--- config.mk ---
export PLATFORM = sky130hd
export DESIGN_NAME = pe_reducer_sched
export DESIGN_NICKNAME = d
export VERILOG_FILES = /design/src/rtl/pe_reducer_sched.sv
export SDC_FILE = /design/constraint.sdc
export NUM_CORES = 1
export LEC_CHECK = 0
export BUFFER_PORTS_ARGS = -buffer_cell sky130_fd_sc_hd__buf_4
export CAP_MARGIN = 20
export CORE_MARGIN = 5
export CORE_UTILIZATION = 63
export CTS_BUF_LIST = sky130_fd_sc_hd__clkbuf_2
export DETAILED_ROUTE_END_ITERATION = 8
export PLACE_DENSITY_LB_ADDON = 0.05
export SLEW_MARGIN = 20
export SYNTH_ARGS = -nofsm -noshare
export SYNTH_HDL_FRONTEND = slang
export SYNTH_SLANG_ARGS = --single-unit
--- constraint.sdc ---
create_clock -name i_clk -period 6.97 [get_ports i_clk]
set_clock_uncertainty 0.2 [all_clocks]
set_input_delay 0.697 -clock i_clk [delete_from_list [all_inputs] [get_ports i_clk]]
set_output_delay 0.697 -clock i_clk [all_outputs]
set_load 0.01 [all_outputs]
--- src/rtl/pe_reducer_sched.sv ---
// pe_reducer_sched: packs sparse nonzero entries into groups of three,
// launches one reducer op per group and holds operands until it finishes.
module pe_reducer_sched #(
  parameter int LEN_W   = 16,
  parameter int TIMEOUT = 15
) (
  input  logic             i_clk,
  input  logic             i_rst_n,
  input  logic             i_job_start,
  input  logic [LEN_W-1:0] i_job_len,
  output logic             o_busy,
  output logic             o_done,
  output logic             o_timeout,
  output logic [LEN_W-1:0] o_group_cnt,
  input  logic             i_ent_valid,
  output logic             o_ent_ready,
  input  logic [20:0]      i_ent_addr,
  input  logic [15:0]      i_ent_w,
  input  logic [15:0]      i_ent_ia,
  output logic             o_pe_start,
  output logic [20:0]      o_pe_addr [0:2],
  output logic [15:0]      o_pe_w    [0:2],
  output logic [15:0]      o_pe_ia   [0:2],
  input  logic             i_pe_finish
);

  localparam int WC_W = $clog2(TIMEOUT + 1);
  localparam logic [WC_W-1:0] WC_LAST = WC_W'(TIMEOUT - 1);

  typedef enum logic [2:0] {
    S_IDLE   = 3'd0,
    S_GATHER = 3'd1,
    S_ISSUE  = 3'd2,
    S_WAIT   = 3'd3,
    S_DONE   = 3'd4
  } state_e;

  state_e           state_q;
  logic [LEN_W-1:0] rem_q;
  logic [1:0]       idx_q;
  logic [WC_W-1:0]  wcnt_q;
  logic [20:0]      slot_addr_q [0:2];
  logic [15:0]      slot_w_q    [0:2];
  logic [15:0]      slot_ia_q   [0:2];

  logic       accept;
  logic       gather_done;
  logic [1:0] last_idx;

  assign o_busy      = (state_q != S_IDLE);
  assign o_ent_ready = (state_q == S_GATHER)
                     && (idx_q != 2'd3)
                     && (rem_q != '0);
  assign accept      = o_ent_ready & i_ent_valid;
  assign gather_done = (idx_q == 2'd3) || (rem_q == '0);
  assign last_idx    = idx_q - 2'd1;

  always_ff @(posedge i_clk or negedge i_rst_n) begin
    if (!i_rst_n) begin
      state_q     <= S_IDLE;
      rem_q       <= '0;
      idx_q       <= '0;
      wcnt_q      <= '0;
      o_done      <= 1'b0;
      o_timeout   <= 1'b0;
      o_group_cnt <= '0;
      o_pe_start  <= 1'b0;
      for (int k = 0; k < 3; k++) begin
        slot_addr_q[k] <= '0;
        slot_w_q[k]    <= '0;
        slot_ia_q[k]   <= '0;
        o_pe_addr[k]   <= '0;
        o_pe_w[k]      <= '0;
        o_pe_ia[k]     <= '0;
      end
    end else begin
      o_done     <= 1'b0;
      o_pe_start <= 1'b0;
      unique case (state_q)
        S_IDLE: begin
          if (i_job_start) begin
            rem_q       <= i_job_len;
            idx_q       <= '0;
            o_group_cnt <= '0;
            o_timeout   <= 1'b0;
            if (i_job_len == '0) begin
              state_q <= S_DONE;
              o_done  <= 1'b1;
            end else begin
              state_q <= S_GATHER;
            end
          end
        end
        S_GATHER: begin
          if (gather_done) begin
            // short tail: pad with the last real address and zero data
            for (int k = 0; k < 3; k++) begin
              if (2'(k) < idx_q) begin
                o_pe_addr[k] <= slot_addr_q[k];
                o_pe_w[k]    <= slot_w_q[k];
                o_pe_ia[k]   <= slot_ia_q[k];
              end else begin
                o_pe_addr[k] <= slot_addr_q[last_idx];
                o_pe_w[k]    <= '0;
                o_pe_ia[k]   <= '0;
              end
            end
            o_pe_start <= 1'b1;
            state_q    <= S_ISSUE;
          end else if (accept) begin
            slot_addr_q[idx_q] <= i_ent_addr;
            slot_w_q[idx_q]    <= i_ent_w;
            slot_ia_q[idx_q]   <= i_ent_ia;
            idx_q              <= idx_q + 2'd1;
            rem_q              <= rem_q - LEN_W'(1);
          end
        end
        S_ISSUE: begin
          o_group_cnt <= o_group_cnt + LEN_W'(1);
          wcnt_q      <= '0;
          state_q     <= S_WAIT;
        end
        S_WAIT: begin
          if (i_pe_finish) begin
            if (rem_q == '0) begin
              state_q <= S_DONE;
              o_done  <= 1'b1;
            end else begin
              idx_q   <= '0;
              state_q <= S_GATHER;
            end
          end else if (wcnt_q == WC_LAST) begin
            o_timeout <= 1'b1;
            o_done    <= 1'b1;
            state_q   <= S_DONE;
          end else begin
            wcnt_q <= wcnt_q + WC_W'(1);
          end
        end
        S_DONE: begin
          state_q <= S_IDLE;
        end
        default: begin
          state_q <= S_IDLE;
        end
      endcase
    end
  end

endmodule

# Word-level counts from Yosys, hierarchy flattened

Index checks and enable logic that the tools add are counted.

Register bits: 362
Bits in latches: 0
RAM bits: 0
ROM bits: 0
Input bits: 74
Output and inout port bits: 180
Word-level logic and storage cells: 132
Memories: 0

Add/sub/neg operators: 5
Multipliers: 0
Divide/modulo/power cells: 0
Magnitude comparators: 6
Equality and inequality tests: 16
Shift-type cells: 0
Multiplexer cells: 53
Bitwise operators: 4
Reductions and logical operators: 22

Operators with widths:

| cell                  | count |
|---|---|
| $mux 16               | 11 |
| $mux 21               | 6 |
| $bwmux 48             | 2 |
| $pmux 16 s2           | 2 |
| $bwmux 63             | 1 |
| $bmux 21 s2           | 1 |
| $demux 21 s2          | 1 |
| $demux 16 s2          | 1 |
| $logic_not 16->1      | 2 |
| $ne 2x2->1 const B    | 10 |
| $mux 3                | 6 |
| $add 16x1->16 const B | 1 |
| $reduce_bool 16->1    | 1 |
| $sub 16x1->16 const B | 1 |
| $pmux 3 s4            | 1 |
| $mux 1                | 10 |
| $mux 2                | 5 |
| $reduce_and 3->1      | 3 |
| $mux 4                | 2 |
| $pmux 4 s2            | 1 |
| $reduce_and 4->1      | 2 |
| $reduce_bool 2->1     | 4 |
| $eq 3x2->1 const B    | 2 |
| $ge 3x3->1 const B    | 2 |
| other kinds (21)      | 28 |

# Longest topological paths before layout

Depth after elaboration: 7
Mapped depth: 11
Depth with buffers taken out: 7

# Least setup slack after synthesis

OpenSTA, ideal clock, no wires.

Path kind: in2reg
Start point: input i_ent_valid
End point: register slot_addr_q[17] in the netlist's numbering
Arrival time: 2.220 ns
Required time: 6.642 ns
Slack: 4.422 ns
Stages: 7
Path buffers: 2
Path through: or3b_1 -> a221oi_1 -> o31a_1 -> buf_6 -> nand3_4 -> buf_8 -> mux2_1

Word-level cells in the longest chain between the ends: 2

RTL lines:

| item                           | RTL line | text |
|---|---|---|
| start: declaration             | 15       | `input logic i_ent_valid,` |
| $and 1x1->1                    | 54       | `assign accept = o_ent_ready & i_ent_valid;` |
| $reduce_and 3->1 (no line)     | n/a      |  |
| end signal: indexed assignment | 111      | `slot_addr_q[idx_q] <= i_ent_addr;` |
| end: declaration               | 42       | `logic [20:0] slot_addr_q [0:2];` |

Every way passes these cells.
A chain may end at the register's enable or synchronous reset.

# Final worst setup path

Start point: register idx_q[0]
End point: register o_pe_addr[36] in the netlist's numbering

Word-level cells in the longest chain between the ends: 6
Elaborated cells between the ends (all ways): 10
Those cells by class: add/sub (1); order compare (1); eq/ne (1); mux (4); bitwise (1); reduce/logical (2)

RTL lines:

| item                                       | RTL line | text |
|---|---|---|
| start: declaration                         | 40       | `logic [1:0] idx_q;` |
| start signal: assignment                   | 114      | `idx_q <= idx_q + 2'd1;` |
| $sub 2x1->2                                | 56       | `assign last_idx = idx_q - 2'd1;` |
| $not 2->3 (implied by the code)            | 103      | `o_pe_addr[k] <= slot_addr_q[last_idx];` |
| $bmux 21 s2                                | 103      |  |
| $mux 21 (implied by the code) (2 in a row) | 103      |  |
| $mux 21                                    | 98       | `if (2'(k) < idx_q) begin` |
| end signal: indexed assignment             | 99       | `o_pe_addr[k] <= slot_addr_q[k];` |
| end signal: indexed assignment             | 103      |  |
| end: declaration                           | 21       | `output logic [20:0] o_pe_addr [0:2],` |

Several ways; a longest one is shown, not always the timed one. The select of a mux whose other input is x is not followed.

==> flow_summary.ini <==
[outcome]
outcome = finished, final reports clean

[logic_synthesis]
synthArstFlopShare = 1.00
synth.avg_cell_area_um2 = 11.6
synth_cells = 1393
ys.flop_type = dfrtp_1
ys_types = 60
seq_area_frac_synth = 0.561
syn_nets = 1476
synth_seq_cells = 362
syn-cell-area_um2 = 16100
synth_edf_count = 0
yosys_warnings = 0

[critical_path]
crit_type = register to register
required_ns = 7.52
startpoint_type = register
max_stage_delay_ns = 1.05
r2r_cells = 7
rr_startpoint = idx_q[0]
r2r_end = o_pe_addr[36]
startpoint = idx_q[0]
reg2reg_setup_slack_ns = 2.76
arrival_ns = 4.76
worstSetupEndpointType = register
path_max_fanout = 24
endpoint = o_pe_addr[36]
crit_chain = inv_1, ha_2, nor2b_2, a22oi_1, nor2_1, a21oi_1, o21ai_0
slowest_stage = dfrtp_1

[power]
leakage_nw = 9.69
power_frac_clock = 0.151
vdd.ir_drop.worst_mv = 0.301
combPwrFrac = 0.440
p_int_mw = 5.66
power_switching_mw = 3.51
switching_share = 0.383
power.density_nw_per_um2 = 470
seqPwrFrac = 0.409

[sta]
finalSetupTns_ns = 0
setup_viol_count_final = 0
timing.fmax_mhz = 237
period_needed_ns = 4.21
slew_viol_final = 0
hold_violations = 0
rsz0062_at_grt = no
fin_crit_sh = 0.605
max_slew_margin = 0.259
whs_ns = 0.110
tightestPinTransition_ns = 1.11

[worst_hold_path]
hold_path_class = input port to register
hold_path.startpoint = i_job_len[11]

[detailed_routing]
antenna_left = 0
vias_per_cell = 5.61
drc = 0
firstDrtPassIters = 6
vias = 11900
wl_mm = 39.2
avgRoutedWirePerCell_um = 18.5
dr.first_iter.drc_count = 812

[clocking]
h-tree-depth = 3
numCtsBuffers = 90
ctsResizeCount = 0
postCtsSetupBuffers = 0
cts_hold_buffers = 69
clkTransAtPathRegs_ns = 0.11
cts_sinks = 362
cts_tree = yes
clock_path_buffers = 3
insertion_delay_ns = 0.89
clockRootBuffer = clkbuf_2

[global_route]
grt_usage = 0.269
grt_pass1_vias = 12200
antenna_found_initial = 1
grt_max_degree = 288
grt_pass1_wl_mm = 63.7
overflow = 0

[place]
gp_congestion = 0.870
dpl.hpwl_mm = 23.6
io_buffer_count = 253

[finish]
fillerInstances = 1675
finalNetCount = 1806
area_growth_pct = 20.9
drive_above_1_share = 0.325

[flow_run]
max_cap_violations = 0

[floorplan]
fp.dieW_um = 170
die_h_um = 170
dieArea_um2 = 28900
rows = 58
start_util = 0.641
io_pins = 254
core_area_um2 = 25200
==> cells in the final DEF (no fill, tap or decap), drive strengths merged, types with 2 or more instances in the layout <==
master / Yosys / routed
nand4: 8 / 8
clkinv: 0 / 26
o211ai: 3 / 3
and2: 2 / 2
a31oi: 6 / 6
dfrtp: 362 / 362
a21boi: 2 / 2
nand2: 218 / 218
or3: 7 / 7
dlygate4sd3: 0 / 69
a22oi: 23 / 23
clkbuf: 54 / 125
a22o: 32 / 32
clkinvlp: 0 / 3
o22ai: 4 / 4
or3b: 2 / 2
o31ai: 4 / 4
inv: 10 / 11
nand2b: 35 / 35
nand3: 14 / 14
ha: 9 / 9
nor4: 9 / 9
buf: 41 / 264
a2bb2oi: 3 / 3
o21ai: 184 / 184
and4: 2 / 2
mux2: 180 / 180
nor3b: 2 / 2
nor2: 71 / 71
o41ai: 2 / 2
mux2i: 8 / 8
a21oi: 59 / 59
and3: 5 / 5
nor2b: 2 / 2
a311oi: 2 / 2
a41oi: 2 / 2
nor3: 11 / 11
==> power groups by stage <==
stage | Combinational, mW | Clock [mW] | Sequential, mW
4_1_cts | 4.05 | 1.42 | 3.74
2_1_floorplan | 2.72 | 0 | 3.71
3_3_place_gp | 3.89 | 0 | 3.75
6_report | 4.04 | 1.38 | 3.75
5_1_grt | 4.43 | 1.54 | 3.87
3_5_place_dp | 4.01 | 0 | 3.76
==> flip-flops by register name (all words and copies together) (netlist names) <==
name and cells:
idx_q 2, o_done 1, o_group_cnt 16, o_pe_addr 63
o_pe_ia 48, o_pe_start 1, o_pe_w 48, o_timeout 1
rem_q 16, slot_addr_q 63, slot_ia_q 48, slot_w_q 48
state_q 3, wcnt_q 4
==> critical path, delay by kind of cell, from the launching register on <==
family / cells / cell delay [ns]
compound gates: 3 / 0.55
flops: 1 / 1.05
simple gates: 2 / 1.17
fa+ha+maj: 1 / 0.85
buf+inv: 1 / 0.30
==> cell families after synthesis <==
logic type                 count (synthesis)  synth area share
buffers and inverters                    105            0.0373
and+or+nand+nor                          393             0.111
adders and majority gates                  9           0.00697
muxes                                    188             0.162
AOI/OAI and AO/OA                        336             0.122
DFF                                      362             0.561
==> how the worst min path moves through the flow <==
stage / slack (ns) / endpoint / cells after the start
after floorplan: 0.20 / idx_q[0] / 0
after global placement: 0.26 / o_group_cnt[15] / 1
after detailed placement: 0.27 / o_pe_addr[28] / 2
after CTS: 0.04 / rem_q[11] / 4
after global routing: 0.11 / rem_q[11] / 4
final: 0.11 / rem_q[11] / 4
==> cells in the mapped netlist (9+ instances only) <==
library cell / instances / area [µm²]
buf_2: 19 / 95.1
mux2_2: 30 / 338
a22o_1: 32 / 280
clkbuf_1: 54 / 203
nor2_1: 71 / 267
nand2_1: 217 / 815
o21ai_0: 183 / 916
ha_1: 9 / 113
buf_8: 15 / 225
nand2b_1: 35 / 219
mux2_4: 135 / 2030
nand3_1: 11 / 55.1
nor3_1: 9 / 45.0
a21oi_1: 59 / 295
mux2_1: 15 / 169
dfrtp_1: 362 / 9060
a22oi_1: 23 / 173
inv_1: 10 / 37.5
==> metal layers <==
metal,GRT usage,vias up,part of all wire,wire length [µm]
met5,0,-,0,0
met4,0.0920,0,0.020,794
li1,-,5586,-,-
met2,0.434,395,0.48,18800
met3,0.0530,55,0.063,2470
met1,0.371,5856,0.44,17100
==> stage by stage <==
step,power [mW],cells,setup WS (ns),util,instance area (µm²)
after floorplan,6.43,1393,4.42,-,16100
after global placement,7.64,1892,3.01,0.716,18000
after detailed placement,7.77,1892,2.89,0.716,18000
after CTS,9.21,2117,2.88,0.775,19500
after global routing,9.84,2118,2.52,0.776,19500
final,9.17,2118,2.76,0.776,19500
==> final cells by class <==
cell class                      count  area [µm²]  area share
Multi-Input combinational cell    926        6520       0.334
Clock buffer                      125         626      0.0320
Inverter                           10        37.5     0.00192
Sequential cell                   362        9060       0.464
Tap cell                          330         413      0.0211
Timing Repair Buffer              333        2710       0.139
Clock inverter                     31         164     0.00839
Antenna cell                        1        2.50    0.000128
(Power assumes the default switching activity.)
